==> src/rtl/ooo_rr_issue_arbiter_pkg.sv <==
// Shared types and helpers for the round-robin issue arbiter.
package ooo_arb_pkg;

  typedef enum logic {ARB_IDLE, ARB_GRANT} arb_state_e;

  function automatic int tag_width(input int n);
    return (n > 1) ? $clog2(n) : 1;
  endfunction

endpackage

==> src/rtl/ooo_rr_issue_arbiter_pick.sv <==
// Round-robin one-hot pick: lowest request strictly above ptr_i, else lowest request overall.
module ooo_rr_pick
  import ooo_arb_pkg::*;
#(
  parameter int els_p        = 4,
  parameter int tag_width_lp = tag_width(els_p)
) (
  input  logic [els_p-1:0]        req_i,
  input  logic [tag_width_lp-1:0] ptr_i,
  output logic [els_p-1:0]        pick_o,
  output logic                    any_o
);

  logic [els_p-1:0] hi_mask;
  logic [els_p-1:0] hi;
  logic [els_p-1:0] hi_pick;
  logic [els_p-1:0] lo_pick;

  always_comb begin
    // NOTE: every combinational output gets a default first, so no path can infer a latch.
    hi_mask = '0;
    for (int i = 0; i < els_p; i++) begin
      hi_mask[i] = (i > int'(ptr_i));
    end
  end

  // x & -x isolates the lowest set bit: a low-to-high one-hot priority encode.
  assign hi      = req_i & hi_mask;
  assign hi_pick = hi & (~hi + els_p'(1));
  assign lo_pick = req_i & (~req_i + els_p'(1));

  assign any_o  = |req_i;
  assign pick_o = (|hi) ? hi_pick : lo_pick;

endmodule

==> src/rtl/ooo_rr_issue_arbiter.sv <==
// Round-robin arbiter sharing one FU issue port; holds its grant until ready_i.
// Optional starvation monitor enabled by defining OOO_RR_ARB_STARVE_CHECK_EN.
module ooo_rr_issue_arbiter
  import ooo_arb_pkg::*;
#(
  parameter  int els_p        = 4,
  localparam int tag_width_lp = tag_width(els_p)
) (
  input  logic                    clk_i,
  input  logic                    reset_i,
  input  logic [els_p-1:0]        reqs_i,
  output logic                    v_o,
  output logic [els_p-1:0]        grants_o,
  output logic [tag_width_lp-1:0] tag_o,
  input  logic                    ready_i,
  output logic [els_p-1:0]        yumi_o,
  output logic [els_p-1:0]        starve_o
);

  localparam logic [tag_width_lp-1:0] ptr_rst_lp = tag_width_lp'(els_p - 1);

  arb_state_e              state_q;
  logic [els_p-1:0]        grants_q;
  logic [tag_width_lp-1:0] tag_q;
  logic [tag_width_lp-1:0] ptr_q;

  logic [els_p-1:0]        pick_req;
  logic [tag_width_lp-1:0] pick_ptr;
  logic [els_p-1:0]        pick;
  logic                    pick_any;
  logic [tag_width_lp-1:0] pick_tag;
  logic                    accept;

  assign accept = v_o & ready_i;

  // In GRANT the accepted requester is excluded and the search starts after it.
  assign pick_req = (state_q == ARB_GRANT) ? (reqs_i & ~grants_q) : reqs_i;
  assign pick_ptr = (state_q == ARB_GRANT) ? tag_q : ptr_q;

  ooo_rr_pick #(
    .els_p       (els_p),
    .tag_width_lp(tag_width_lp)
  ) u_pick (
    .req_i (pick_req),
    .ptr_i (pick_ptr),
    .pick_o(pick),
    .any_o (pick_any)
  );

  always_comb begin
    pick_tag = '0;
    for (int i = 0; i < els_p; i++) begin
      if (pick[i]) pick_tag = tag_width_lp'(i);
    end
  end

  always_ff @(posedge clk_i) begin
    // NOTE: sequential state uses non-blocking assignments so every flop samples pre-edge values.
    if (reset_i) begin
      state_q  <= ARB_IDLE;
      grants_q <= '0;
      tag_q    <= '0;
      ptr_q    <= ptr_rst_lp;
    end else begin
      case (state_q)
        ARB_IDLE: begin
          if (pick_any) begin
            grants_q <= pick;
            tag_q    <= pick_tag;
            state_q  <= ARB_GRANT;
          end
        end
        ARB_GRANT: begin
          if (ready_i) begin
            ptr_q <= tag_q;
            if (pick_any) begin
              grants_q <= pick;
              tag_q    <= pick_tag;
            end else begin
              grants_q <= '0;
              tag_q    <= '0;
              state_q  <= ARB_IDLE;
            end
          end
        end
        default: state_q <= ARB_IDLE;
      endcase
    end
  end

  assign v_o      = (state_q == ARB_GRANT);
  assign grants_o = grants_q;
  assign tag_o    = tag_q;
  assign yumi_o   = grants_q & {els_p{accept}};

`ifdef OOO_RR_ARB_STARVE_CHECK_EN
  localparam int                  cnt_w_lp   = $clog2(els_p) + 1;
  localparam logic [cnt_w_lp-1:0] cnt_lim_lp = cnt_w_lp'(els_p - 1);
  localparam logic [cnt_w_lp-1:0] cnt_max_lp = cnt_w_lp'(els_p);

  logic [cnt_w_lp-1:0] cnt_q [els_p];
  logic [els_p-1:0]    starve_q;
  logic [els_p-1:0]    starve_set;

  always_comb begin
    starve_set = '0;
    for (int i = 0; i < els_p; i++) begin
      starve_set[i] = reqs_i[i] & ~yumi_o[i] & accept & (cnt_q[i] >= cnt_lim_lp);
    end
  end

  always_ff @(posedge clk_i) begin
    if (reset_i) begin
      // NOTE: the counter array is a handful of flops, not a RAM, so it is reset like any other state.
      for (int i = 0; i < els_p; i++) cnt_q[i] <= '0;
      starve_q <= '0;
    end else begin
      for (int i = 0; i < els_p; i++) begin
        if (!reqs_i[i] || yumi_o[i]) begin
          cnt_q[i] <= '0;
        end else if (accept && (cnt_q[i] < cnt_max_lp)) begin
          cnt_q[i] <= cnt_q[i] + cnt_w_lp'(1);
        end
        if (starve_set[i]) starve_q[i] <= 1'b1;
      end
    end
  end

  always @(posedge clk_i) begin
    if (!reset_i) begin
      assert ((starve_set & ~starve_q) == '0)
        else $error("ooo_rr_issue_arbiter: starvation flag set, starve_set=%b", starve_set);
    end
  end

  assign starve_o = starve_q;
`else
  assign starve_o = '0;
`endif

endmodule

==> config.mk <==
export PLATFORM = sky130hd
export DESIGN_NAME = ooo_rr_issue_arbiter
export DESIGN_NICKNAME = d
export VERILOG_FILES = /design/src/rtl/ooo_rr_issue_arbiter_pkg.sv /design/src/rtl/ooo_rr_issue_arbiter_pick.sv /design/src/rtl/ooo_rr_issue_arbiter.sv
export SDC_FILE = /design/constraint.sdc
export NUM_CORES = 1
export LEC_CHECK = 0
export BUFFER_PORTS_ARGS = -buffer_cell sky130_fd_sc_hd__buf_2
export CAP_MARGIN = 20
export CORE_AREA = 2 2 39 41
export DETAILED_ROUTE_END_ITERATION = 8
export DIE_AREA = 0 0 41 43
export GPL_ROUTABILITY_DRIVEN = 1
export GPL_TIMING_DRIVEN = 0
export PLACE_DENSITY_LB_ADDON = 0.1
export SLEW_MARGIN = 20
export SYNTH_ARGS = -nofsm -noshare
export SYNTH_HDL_FRONTEND = slang
export SYNTH_HIERARCHICAL = 1
export SYNTH_SLANG_ARGS = --single-unit
==> constraint.sdc <==
create_clock -name clk_i -period 3.4 [get_ports clk_i]
set_input_delay 0.34 -clock clk_i [delete_from_list [all_inputs] [get_ports clk_i]]
set_output_delay 0.34 -clock clk_i [all_outputs]
set_load 0.05 [all_outputs]
# Yosys cells after proc, flatten, opt, wreduce, memory -nomap -nowiden
# Index checks and enable logic that the tools add are counted.
# W data, S select, Z words.
totals:
  in_bits: 7
  output_inout_bits: 15
  ff_bits: 9
  wordCells: 42
classes:
  reduce_logical: 4
  mux: 17
  bitwise_logic: 10
  n_eq_ne: 2
  addsub: 2
  magnitude_cmp: 3
op_table:
  columns: ["cell", "n"]
  rows:
  - ["$and A4 B4 Y4", 5]
  - ["$mux W4", 5]
  - ["$mux W2", 6]
  - ["$not A4 Y4", 3]
  - ["$add A4 B1 Y4 const B", 2]
  - ["$pmux W4 S2", 1]
  - ["$reduce_or A4 Y1", 2]
  - ["$gt A2 B2 Y1 const A", 2]
  - ["$ne A2 B2 Y1 const B", 2]
  - ["$pmux W2 S2", 1]
  - ["$reduce_and A2 Y1", 2]
  - ["$mux W1", 3]
  - ["$gt A1 B2 Y1 const A", 1]
  - ["$pmux W1 S2", 1]
  - ["$and A1 B1 Y1", 1]
  - ["$not A1 Y1", 1]

# Depth between registers and ports, before layout
# Gate-level depths: netlist (run 1).
depth:
  word_depth: 14
  mapped_depth: 8
  depth_no_buf: 7

# Cells and area by module
# The synthesis (run 1) kept the hierarchy.
modules_own_cells:
  columns: ["module", "seq_area_each_um2", "area_each_um2", "cells_each", "instances"]
  rows:
  - ["ooo_rr_issue_arbiter", 180.2, 459.2, 51, 1]
  - ["ooo_rr_pick", 0.0, 111.4, 19, 1]

# Worst setup path before layout (run 1)
# OpenSTA, ideal clock, no wires.
synth_path:
  path_type: "reg-to-reg"
  from: "register state_q (netlist: v_o)"
  to: "register tag_q[0] (netlist: tag_o[0])"
  t_arrival_ns: 2.333
  required_ns: 3.330
  stages_incl_launch_ff: 8
  path_buffers: 2
  period_less_slack_ns: 2.403
  setup_time_ns: 0.070
  path_slack_ns: 0.997
  path_cell_list: "dfxtp_1 buf_2 a21boi_0 or4_1 buf_2 mux2i_2 nand2_1 a21oi_1"
synth_between:
  elab_cells_between_ends: 26
  classes_between: "add/sub (2); order compare (3); eq/ne (2); mux (10); bitwise (6); reduce/logical (3)"
synth_lines:
  columns: ["element", "line", "text"]
  rows:
  - ["from (decl)", "ooo_rr_issue_arbiter.sv:22", "arb_state_e state_q;"]
  - ["from (signal assigned)", "ooo_rr_issue_arbiter.sv:60", "state_q <= ARB_IDLE;"]
  - ["from (signal assigned)", "ooo_rr_issue_arbiter.sv:70", "state_q <= ARB_GRANT;"]
  - ["from (signal assigned)", "ooo_rr_issue_arbiter.sv:82", "state_q <= ARB_IDLE;"]
  - ["$mux W4 *", "ooo_rr_issue_arbiter.sv:37", "assign pick_req = (state_q == ARB_GRANT) ? (reqs_i & ~grants_q) : reqs_i;"]
  - ["named net pick_req[0]", "ooo_rr_issue_arbiter.sv:27", "logic [els_p-1:0] pick_req;"]
  - ["$reduce_or A4 Y1 *", "ooo_rr_issue_arbiter_pick.sv:32", "assign any_o = |req_i;"]
  - ["named net pick_any", "ooo_rr_issue_arbiter.sv:30", "logic pick_any;"]
  - ["$mux W2", "ooo_rr_issue_arbiter.sv:76", "if (pick_any) begin"]
  - ["$mux W2", "ooo_rr_issue_arbiter.sv:74", "if (ready_i) begin"]
  - ["$pmux W2 S2", "ooo_rr_issue_arbiter.sv:65", "case (state_q)"]
  - ["to (signal assigned)", "ooo_rr_issue_arbiter.sv:69", "tag_q <= pick_tag;"]
  - ["to (signal assigned)", "ooo_rr_issue_arbiter.sv:78", "tag_q <= pick_tag;"]
  - ["to (decl)", "ooo_rr_issue_arbiter.sv:24", "logic [tag_width_lp-1:0] tag_q;"]
# Mark *: on every way through the listed nets, which the timed path passes. The rest lies on a longest branch. The select of a mux whose other input is x is not followed.
# A chain may end at the register's enable or synchronous reset.

# Worst setup path in the final report (run 1)
layout_path:
  from: "register state_q (netlist: v_o)"
  to: "register tag_q[1] (netlist: tag_o[1])"
# Same word-level chain as after synthesis.

==> results.md, run 1 <==
- Synth top area share: 31.58%
- Synth top cells by count: 9 x dfxtp_1, 7 x nor2_1, 6 x a21oi_1, 6 x and3_1, 6 x nand2_1
- Vias after detailed routing: 585
- CTS tree: yes
- Final hold violation count: 0
- End-of-flow core utilization: 51.27%
- Setup Skew: 0.002888 ns
- Yosys warning total: 6
- HPWL after DPL: 975.2 um
- HP Class: in2reg
- Sequential area share after synthesis: 31.58%
- Sequential cell area: 180.2 sq um
- WHS Path Cells: 2
- Ant diodes: 0
- Buffers on Ports: 16
- Setup crit start kind: flop
- Actual slew at the worst max-slew pin: 0.6047 ns
- Max Cap Viol: 0
- FFs w/ async S/R, synth: 0%
- Slew HR: 59.33%
- Setup WS post-layout: 1.040 ns
- All-Layer GR Usage: 18.16%
- DIE WIDTH: 41 um
- Num CTS Buffers: 3
- Fraction of layout cells with a size suffix above 1: 34.41%
- Largest net degree at the start of global routing: 11
- DP Worst Slack: 1.087 ns
- I/O pin cnt: 22
- Hold Path End: grants_o[1]$_SDFFE_PP0P_
- RePlAce Congestion: 0.7372
- Max Slew Vio Count: 0
- Postcts setup bufs: 0
- Die area: 1763 sq um
- Setup TNS: 0 ns
- Largest area contributor in the netlist: dfxtp_1
- H-tree depth: 1
- Arrival time worst endpoint: 2.56 ns
- DRC errors left: 0
- Ys flop type: dfxtp_1
- Post-synthesis cell area: 570.5 sq um
- Clk_lat worst skew: 0.27 ns
- Max Fclk: 0.4237 GHz
- Cts hold-fix bufs: 0
- Rows: 14
- Synthesized area per cell: 8.151 sq um
- EDFF count, synth: 0
- Nets: 101
- R2r endpoint: tag_o[1]$_SDFFE_PP0P_
- Fillers: 148
- Peak supply drop: 0.2792 mV
- WL final: 1.333 mm
- Min cycle time layout: 2.360 ns
- Worst-path maximum fanout: 10
- First-pass detailed-route iteration total: 4
- Final ANT Viol Nets: 0
- Lkg Pwr: 0.3787 nW
- Initial DRC count: 14
- CTS Sinks: 9
- R2R setup slack: 1.04 ns
- CP Class: reg2reg
- Vias per inst: 5.367
- CP Capture Type: flop
- Final worst path period share: 69.41%
- Largest cells by area after synthesis: dfxtp_1 32%, and3_1 6.6%, a32oi_1 6.1%
- Remaining Overflow, GRT: 0
- Die H: 43 um
- DP Area: 681.9 sq um
- Post-route cell area: 709.4 sq um
- Unrepaired setup endpoints after global routing: no
- First-pass GRT wire length: 2.152 mm
- Initial core utilization: 41.23%
- Core Box Area: 1384 sq um
- Power Density: 450.8 nW/um^2
- Vias in the first global route: 485
- Most numerous cell in the Yosys netlist: dfxtp_1
- #FFs+latches synth: 9
- Post-Syn Instances: 70
- Multi-input gate area: 346.6 sq um
- PostCTS Resize Cnt: 0
- Longest Clk Path Bufs: 2
- Post-synth cell types: 26
- Final setup viols: 0
- WP data required: 3.60 ns
- Crit Reg-Reg Startpoint: v_o$_SDFF_PP0_
- Clk slew on worst S/H paths: 0.07 ns
- Initial antenna violation count: 0
- Clk root buf: clkbuf_4
- P&R area growth vs syn: 24.34%
- Outcome: complete, no violations
- Drt wl/cell: 12.23 um
- Reg2Reg Depth: 7
- Min-delay src: reset_i
==> through the flow <==
step / hold WS, ns / std cells / power (W)
6_report: 0.4276 / 109 / 0.0003198
5_1_grt: 0.4323 / 109 / 0.0003390
2_1_floorplan: 0.4313 / 73 / 0.0002136
3_5_place_dp: 0.4549 / 105 / 0.0002361
4_1_cts: 0.4251 / 109 / 0.0003221
3_3_place_gp: 0.4496 / 105 / 0.0002355
==> worst max path at each step <==
stage | start | end | slack (ns) | depth (start not counted)
global route | v_o$_SDFF_PP0_ | tag_o[1]$_SDFFE_PP0P_ | 0.90 | 7
detailed placement | v_o$_SDFF_PP0_ | tag_o[1]$_SDFFE_PP0P_ | 1.09 | 7
CTS | v_o$_SDFF_PP0_ | tag_o[1]$_SDFFE_PP0P_ | 1.04 | 7
global placement | v_o$_SDFF_PP0_ | tag_o[1]$_SDFFE_PP0P_ | 1.12 | 7
floorplan | v_o$_SDFF_PP0_ | tag_o[0]$_SDFFE_PP0P_ | 1.0 | 7
finish | v_o$_SDFF_PP0_ | tag_o[1]$_SDFFE_PP0P_ | 1.04 | 7
==> final cells by class <==
class	count	share of cell area, %
flip-flops and latches	9	25.40
repair buffers	16	11.29
inverters	3	1.587
multi-input cells	54	48.85
well taps	16	2.822
clock inverters	1	0.7055
plain buffers	7	6.173
clock buffers	3	3.175
==> registers in the layout (all words and copies together) (netlist names) <==
register,cells
ptr_q,2
tag_o,2
v_o,1
grants_o,4
==> kinds of logic (layout without fill, tap and decap cells) <==
kind of cell	count (synthesis)	after routing	synth area share (%)
buf+inv	10	30	9.649
mux	3	3	6.359
compound gates	24	24	31.58
flops	9	9	31.58
other cells	1	4	0.6573
simple gates	23	23	20.18
==> cells in the final DEF (no fill, tap or decap) <==
cell / instances
o31a_1: 1
inv_2: 1
a32oi_1: 4
nor2_1: 7
conb_1: 4
nand2_1: 6
mux2_2: 2
inv_1: 2
nand2b_1: 1
clkinv_2: 1
o211ai_1: 2
a21o_2: 1
or4_1: 1
dfxtp_1: 9
buf_4: 4
nand2b_2: 1
buf_1: 1
clkbuf_4: 3
o21a_1: 1
a211oi_1: 1
buf_2: 18
mux2i_2: 1
a21oi_1: 6
o211a_1: 2
nor2b_1: 1
a21boi_0: 4
and3_1: 6
a211o_1: 2
==> power by group <==
group | leakage (nW) | switching, W | internal [W]
clock | 0.0177 | 0.0000415 | 0.0000436
sequential | 0.0742 | 0.00000754 | 0.000114
combinational | 0.287 | 0.0000762 | 0.0000366
==> metal layers <==
| metal | GRT usage [%] | up-vias | routed length [um] |
|---|---|---|---|
| li1 | - | 298 | - |
| met1 | 25.49 | 264 | 586 |
| met2 | 24.06 | 18 | 633 |
| met3 | 3.665 | 5 | 74 |
| met4 | 12.00 | 0 | 38 |
| met5 | 0 | - | 0 |
==> critical path, stage by stage (launching register included) <==
cell,delay [ns]
dfxtp_1,0.46
buf_2,0.26
a21boi_0,0.24
or4_1,0.55
buf_2,0.18
mux2i_2,0.35
nand2_1,0.09
a21oi_1,0.14
No activity file was read; power rests on OpenSTA's default activity.
==> inputs of run 2 (changes only) <==
--- a/config.mk
+++ b/config.mk
@@ -7,9 +7,9 @@
 export LEC_CHECK = 0
 export BUFFER_PORTS_ARGS = -buffer_cell sky130_fd_sc_hd__buf_2
 export CAP_MARGIN = 20
-export CORE_AREA = 2 2 39 41
+export CORE_MARGIN = 1
+export CORE_UTILIZATION = 41
 export DETAILED_ROUTE_END_ITERATION = 8
-export DIE_AREA = 0 0 41 43
 export GPL_ROUTABILITY_DRIVEN = 1
 export GPL_TIMING_DRIVEN = 0
 export PLACE_DENSITY_LB_ADDON = 0.1
==> constraint.sdc (replaced) <==
create_clock -name clk_i -period 2 [get_ports clk_i]
set_input_delay 0.2 -clock clk_i [delete_from_list [all_inputs] [get_ports clk_i]]
set_output_delay 0.2 -clock clk_i [all_outputs]
set_load 0.05 [all_outputs]
==> run 2 against run 1 <==
  * Core utilization rose by 5.7 points
  * Wire length rose by 1.6%
  * Worst setup slack got worse by 0.95 ns
  * Final area rose by 4.4%
  * Flip-flop and latch count did not move
  * Total power rose by 72%
  * Fmax rose by 24%
  * Die area fell by 12%
  * Sequential power rose by 71%
  * Largest cell class unchanged
  * Largest power group unchanged
==> results.md, run 2 (synthesis gave the netlist of run 1 again) <==
- Clk_lat worst skew: 0.26 ns (about the same)
- Die H: 39.31 um (-8.6%)
- DP Worst Slack: -0.08689 ns (-1.174 ns)
- Initial core utilization: 43.85% (+2.6 points)
- Final ANT Viol Nets: 0 (unchanged)
- Buffers on Ports: 16 (unchanged)
- Max Fclk: 0.5235 GHz (+24%)
- Initial antenna violation count: 0 (unchanged)
- HPWL after DPL: 951.3 um (-2.5%)
- RePlAce Congestion: 0.7295 (-1.0%)
- All-Layer GR Usage: 20.31% (+2.1 points)
- P&R area growth vs syn: 29.82%
- Final hold violation count: 0 (unchanged)
- CP Class: reg2reg
- Multi-input gate area: 366.6 sq um (+5.8%)
- Seq pwr share: 38.1% (about the same)
- Inst Count DP: 104 (-0.95%)
- Vias after detailed routing: 577 (-1.4%)
- Logic pwr share: 36.6% (+1.3 points)
- Drt wl/cell: 12.54 um (+2.5%)
- WL final: 1.354 mm (+1.6%)
- H-tree depth: 1 (unchanged)
- Largest net degree at the start of global routing: 11 (unchanged)
- Arrival time worst endpoint: 2.09 ns (-0.47 ns)
- Rows: 13 (-1)
- Worst-path maximum fanout: 10 (unchanged)
- Peak supply drop: 0.4169 mV (+49%)
- Fraction of layout cells with a size suffix above 1: 39.78% (+5.4 points)
- Fillers: 137 (-7.4%)
- Setup Skew: 0.01103 ns (+0.008142 ns)
- Vias per inst: 5.343 (-0.45%)
- Most common cell after layout, fill and taps aside: buf_2
- Vias in the first global route: 463 (-4.5%)
- Pint: 0.0003402 W (+75%)
- Lkg Pwr: 0.3881 nW (+2.5%)
- Most frequent cells in the layout: 17 x buf_2, 7 x nor2_1, 6 x and3_1, 6 x nand2_1, 6 x a21oi_1
- Outcome: complete, no violations
- Largest register FFs: 4 (unchanged)
- Clock share of power: 25.3% (-1.3 points)
- Nets: 101 (unchanged)
- Sequential cell area: 187.7 sq um (+4.2%)
- Max Slew Vio Count: 0 (unchanged)
- Die area: 1545 sq um (-12%)
- WP data required: 2.18 ns (-1.42 ns)
- HP Class: in2reg
- Ant diodes: 0 (unchanged)
- Unrepaired setup endpoints after global routing: yes
- Core Box Area: 1301 sq um (-6.0%)
- Setup crit start kind: flop
- Final worst path period share: 95.51% (+26 points)
- Longest Clk Path Bufs: 2 (unchanged)
- DIE WIDTH: 39.31 um (-4.1%)
- First-pass detailed-route iteration total: 4 (unchanged)
- Clk slew on worst S/H paths: 0.07 ns (about the same)
- Remaining Overflow, GRT: 0 (unchanged)
- Fin cells: 108 (-0.92%)
- Clk root buf: clkbuf_4
- Max Cap Viol: 0 (unchanged)
- Switch share: 37.98% (-1.2 points)
- CTS tree: yes
- I/O pin cnt: 22 (unchanged)
- Sw power: 0.0002083 W (+66%)
- Initial DRC count: 14 (unchanged)
- Setup WS post-layout: 0.08985 ns (-0.9502 ns)
- First-pass GRT wire length: 2.090 mm (-2.9%)
- CTS Sinks: 9 (unchanged)
- Num CTS Buffers: 3 (unchanged)
- Min cycle time layout: 1.910 ns (-0.4498 ns)
- Final setup viols: 0 (unchanged)
- DRC errors left: 0 (unchanged)
- Power Density: 740.6 nW/um^2 (+64%)
- CP Capture Type: flop
-- run 2: area by class of cell --
| type | instances | area share [%] |
|---|---|---|
| plain buffers | 7 | 6.757 |
| clock buffers | 4 | 3.547 |
| inverters | 3 | 1.520 |
| multi-input cells | 54 | 49.49 |
| flip-flops and latches | 9 | 25.34 |
| well taps | 15 | 2.534 |
| repair buffers | 16 | 10.81 |
-- run 2: power by group through the flow --
stage	sequential (W)	clock, W	combinational, W
global route	0.000212	0.000152	0.000215
finish	0.000209	0.000139	0.000201
detailed placement	0.000212	0	0.000192
floorplan	0.000251	0	0.000115
CTS	0.000208	0.000143	0.000194
global placement	0.000212	0	0.000191
-- run 2: final timing paths --
| path | from | endpoint | slack, ns | cells after the start |
|---|---|---|---|---|
| worst min-delay path | reset_i | grants_o[1]$_SDFFE_PP0P_ | 0.32 | 2 |
| worst max register to register | v_o$_SDFF_PP0_ | tag_o[0]$_SDFFE_PP0P_ | 0.09 | 7 |
| worst min register to register | ptr_q[0]$_SDFFE_PP1P_ | ptr_q[0]$_SDFFE_PP1P_ | 0.46 | 1 |
| worst max-delay path | v_o$_SDFF_PP0_ | tag_o[0]$_SDFFE_PP0P_ | 0.09 | 7 |
-- run 2: timing repair --
item,4_1_cts,5_1_grt
endpoints found under the setup margin,6,6
resized for setup,4,5
setup buffers,0,0
hold buffers,0,0
-- run 2: critical path: stages, from the launching register on --
cell	delay, ns
dfxtp_4	0.39
buf_6	0.16
a21boi_1	0.15
or4_1	0.48
buf_2	0.19
mux2i_4	0.25
nand2_1	0.08
a21oi_1	0.12
-- run 2: layer usage --
metal  share of wire (%)  GRT usage, %
met5                   0             0
met4                 1.0         10.34
met1                  52         27.24
met2                  44         30.83
met3                 2.8         3.409
-- run 2: per-stage QoR --
step	instance area [sq um]	TNS (ns)	util (%)	hold WS, ns	power, W
6_report	740.7	0	56.92	0.3202	0.0005486
5_1_grt	740.7	-0.005169	56.92	0.3281	0.0005792
4_1_cts	725.7	0	55.77	0.3219	0.0005455
3_5_place_dp	696.9	-0.3658	53.56	0.4500	0.0004046
3_3_place_gp	696.9	-0.3317	53.56	0.4412	0.0004030
2_1_floorplan	598.1	0	-	0.3992	0.0003662
==> inputs of run 3 (changes only) <==
--- a/config.mk
+++ b/config.mk
@@ -7,14 +7,13 @@
 export LEC_CHECK = 0
 export BUFFER_PORTS_ARGS = -buffer_cell sky130_fd_sc_hd__buf_2
 export CAP_MARGIN = 20
-export CORE_MARGIN = 1
-export CORE_UTILIZATION = 41
+export CORE_AREA = 2 2 39 41
 export DETAILED_ROUTE_END_ITERATION = 8
+export DIE_AREA = 0 0 41 43
 export GPL_ROUTABILITY_DRIVEN = 1
 export GPL_TIMING_DRIVEN = 0
 export PLACE_DENSITY_LB_ADDON = 0.1
 export SLEW_MARGIN = 20
 export SYNTH_ARGS = -nofsm -noshare
 export SYNTH_HDL_FRONTEND = slang
-export SYNTH_HIERARCHICAL = 1
 export SYNTH_SLANG_ARGS = --single-unit
==> constraint.sdc (replaced) <==
create_clock -name clk_i -period 2.2 [get_ports clk_i]
set_input_delay 0.22 -clock clk_i [delete_from_list [all_inputs] [get_ports clk_i]]
set_output_delay 0.22 -clock clk_i [all_outputs]
set_load 0.05 [all_outputs]
==> run 3 against run 2 <==
  * Worst hold slack gained 0.019 ns
  * Global-route usage fell by 3.2 points
  * Die area is 14% higher
  * Total power fell by 12%
  * Highest routed layer is now met3
  * Non-clock buffer count unchanged
  * Critical path depth shrank 2
  * Register-to-register slack improved by 0.30 ns
  * Cell count grew 3.7%
  * Final area decreased by 2.2%
  * Core utilization decreased by 4.6 points
  * Count of clock-buffer cells in the layout fell by 1
==> results.md, run 3 <==
- Core Box Area: 1384 sq um (+6.3%)
- Most frequent cells in the layout: 16 x buf_2, 9 x nand2_1, 9 x dfxtp_1, 6 x and3_1, 5 x a21oi_1
- EDFF count, synth: 0 (unchanged)
- Met2 Wirelength: 611 um (+3.2%)
- Max Fclk: 0.5521 GHz (+5.5%)
- CP max stage cell: o41ai_1
- All-Layer GR Usage: 17.12% (-3.2 points)
- Uppermost routed layer: met3
- End-of-flow core utilization: 52.35% (-4.6 points)
- Arrival time worst endpoint: 1.95 ns (-0.14 ns)
- Synth top cells by count: 9 x dfxtp_1, 9 x nand2_1, 6 x and3_1
- Largest area contributor in the netlist: dfxtp_1
- Vias in the first global route: 522 (+13%)
- #FFs+latches synth: 9 (unchanged)
- Yosys warning total: 0 (-6)
- Outcome: complete, no violations
- CP Class: reg2reg
- Pint: 0.0002948 W (-13%)
- CP Capture Type: flop
- Largest register FFs: 4 (unchanged)
- Unrepaired setup endpoints after global routing: no
- Die area: 1763 sq um (+14%)
- Min-delay src: reset_i
- Synthesized area per cell: 8.021 sq um (-1.6%)
- Setup Skew: 0.004425 ns (-0.006606 ns)
- Num CTS Buffers: 3 (unchanged)
- Final setup viols: 0 (unchanged)
- Sequential area share after synthesis: 30.77% (-0.81 points)
- Min cycle time layout: 1.811 ns (-0.09898 ns)
- Setup WS post-layout: 0.3888 ns (+0.2990 ns)
- Clk_lat worst skew: 0.26 ns (about the same)
- DP Worst Slack: 0.3952 ns (+0.4820 ns)
- Ys flop type: dfxtp_1
- Initial core utilization: 42.31% (-1.5 points)
- Max Slew Vio Count: 0 (unchanged)
- Synth top area share: 30.77% (-0.81 points)
- Final hold violation count: 0 (unchanged)
- Setup crit start kind: flop
- Crit Reg-Reg Startpoint: grants_o[1]$_SDFFE_PP0P_
- Die H: 43 um (+9.4%)
- Final ANT Viol Nets: 0 (unchanged)
- Peak supply drop: 0.4149 mV (-0.50%)
- Vias after detailed routing: 586 (+1.6%)
- Buffers on Ports: 16 (unchanged)
- Rows: 14 (+1)
- Post-synthesis cell area: 585.6 sq um (+2.6%)
- Most common cell after layout, fill and taps aside: buf_2
- Fraction of layout cells with a size suffix above 1: 27.08% (-13 points)
- Initial DRC count: 13 (-1)
- I/O pin cnt: 22 (unchanged)
- HP Class: in2reg
- Post-synth cell types: 32 (+23%)
- Power Density: 666.2 nW/um^2 (-10%)
- Clock share of power: 26.2% (+0.9 points)
- CP bufs+invs: 0 (-2)
- Clk root buf: clkbuf_4
- WL final: 1.331 mm (-1.7%)
- DIE WIDTH: 41 um (+4.3%)
- WP data required: 2.33 ns (+0.15 ns)
- CTS Sinks: 9 (unchanged)
- P&R area growth vs syn: 23.72%
- Slew HR: 43.54%
- Seq pwr share: 40.8% (+2.7 points)
- H-tree depth: 1 (unchanged)
- Met3 WL: 74 um (+95%)
- Crit path from: grants_o[1]$_SDFFE_PP0P_
- Setup TNS: 0 ns (unchanged)
- FFs w/ async S/R, synth: 0% (unchanged)
- Longest Clk Path Bufs: 2 (unchanged)
- DRC errors left: 0 (unchanged)
- Post-Syn Instances: 73 (+4.3%)
- Fin cells: 112 (+3.7%)
- Drt wl/cell: 11.88 um (-5.2%)
- Max Cap Viol: 0 (unchanged)
- Initial antenna violation count: 0 (unchanged)
- CTS tree: yes
- Cells along the critical path: nand2b_1 > o221ai_1 > o41ai_1 > nand4bb_1 > a21oi_1
- RePlAce Congestion: 0.7724 (+5.9%)
- Remaining Overflow, GRT: 0 (unchanged)
- Actual slew at the worst max-slew pin: 0.8360 ns
- Cts hold-fix bufs: 0 (unchanged)
- First-pass GRT wire length: 2.090 mm (unchanged)
- M1 WL: 645 um (-9.0%)
- Max stage delay on crit path: 0.73 ns (+0.25 ns)
- Vias per inst: 5.232 (-2.1%)
- Final worst path period share: 82.33% (-13 points)
- Logic pwr share: 33.1% (-3.5 points)
- CP top delay family: compound AO/OA/AOI/OAI gates
- Inst Count DP: 108 (+3.8%)
- Worst-path maximum fanout: 6 (-4)
- Nets: 104 (+3.0%)
- Lkg Pwr: 0.3480 nW (-10%)
- Postcts setup bufs: 0 (unchanged)
- Switch share: 38.90% (+0.93 points)
- PostCTS Resize Cnt: 0 (-4)
- Clk slew on worst S/H paths: 0.06 ns (about the same)
- First-pass detailed-route iteration total: 4 (unchanged)
- Sw power: 0.0001878 W (-9.9%)
- Largest cells by area after synthesis: dfxtp_1 31%, and3_1 6.4%, nand2_1 5.8%
- HPWL after DPL: 1.043 mm (+9.6%)
- Largest net degree at the start of global routing: 11 (unchanged)
- Ant diodes: 0 (unchanged)
==> run 3: cell count changes after synthesis, moves of 2 or more <==
cell and change:
buf_2 -2, nor3b_1 +2, nor2b_1 +2, nor3_1 +2
nor2_1 -5, nand2_1 +3, a32oi_1 -4, mux2_2 -2
o21ai_0 +3, a31oi_1 +3
==> run 3: through the flow <==
| step | power (W) | area [sq um] | hold WS (ns) |
|---|---|---|---|
| CTS | 0.0004872 | 724.4 | 0.3316 |
| detailed placement | 0.0003596 | 696.9 | 0.4952 |
| floorplan | 0.0003233 | 596.8 | 0.4344 |
| global placement | 0.0003596 | 696.9 | 0.4902 |
| global route | 0.0005136 | 724.4 | 0.3872 |
| finish | 0.0004826 | 724.4 | 0.3395 |
==> run 3: cell families (layout without fill, tap and decap cells) <==
logic type | after synthesis | in the layout | synth area share [%]
other | 1 | 4 | 0.6404
buffers and inverters | 8 | 28 | 8.973
flip-flops | 9 | 9 | 30.77
AO/OA/AOI/OAI | 23 | 23 | 26.92
AND/OR/NAND/NOR | 32 | 32 | 32.70
==> run 3: metal layers <==
| layer | global-route usage, % | up-vias |
|---|---|---|
| met5 | 0 | - |
| met4 | 8.000 | 0 |
| met3 | 1.571 | 0 |
| met2 | 25.62 | 18 |
| met1 | 23.70 | 258 |
| li1 | - | 310 |
==> run 3: path summary, 6_finish.rpt <==
check	end	slack, ns	cells past startpoint
hold reg to reg	grants_o[1]$_SDFFE_PP0P_	0.50	2
setup reg to reg	grants_o[0]$_SDFFE_PP0P_	0.39	5
setup / recovery	grants_o[0]$_SDFFE_PP0P_	0.39	5
hold / removal	grants_o[3]$_SDFFE_PP0P_	0.34	2
==> run 3: area by class of cell <==
type | count | area [sq um]
Sequential cell | 9 | 180.2
Tap cell | 16 | 20.02
Clock buffer | 3 | 22.52
Inverter | 1 | 3.754
Clock inverter | 1 | 5.005
Timing Repair Buffer | 16 | 80.08
Buffer | 7 | 48.80
Multi-Input combinational cell | 59 | 364.1
Fill cell | 148 | 659.4
==> run 3: power groups by stage <==
stage	clock network [W]	registers (W)	logic, W
floorplan	0	0.000235	0.0000880
global placement	0	0.000201	0.000159
detailed placement	0	0.000201	0.000159
CTS	0.000131	0.000197	0.000159
global route	0.000140	0.000201	0.000173
finish	0.000126	0.000197	0.000160
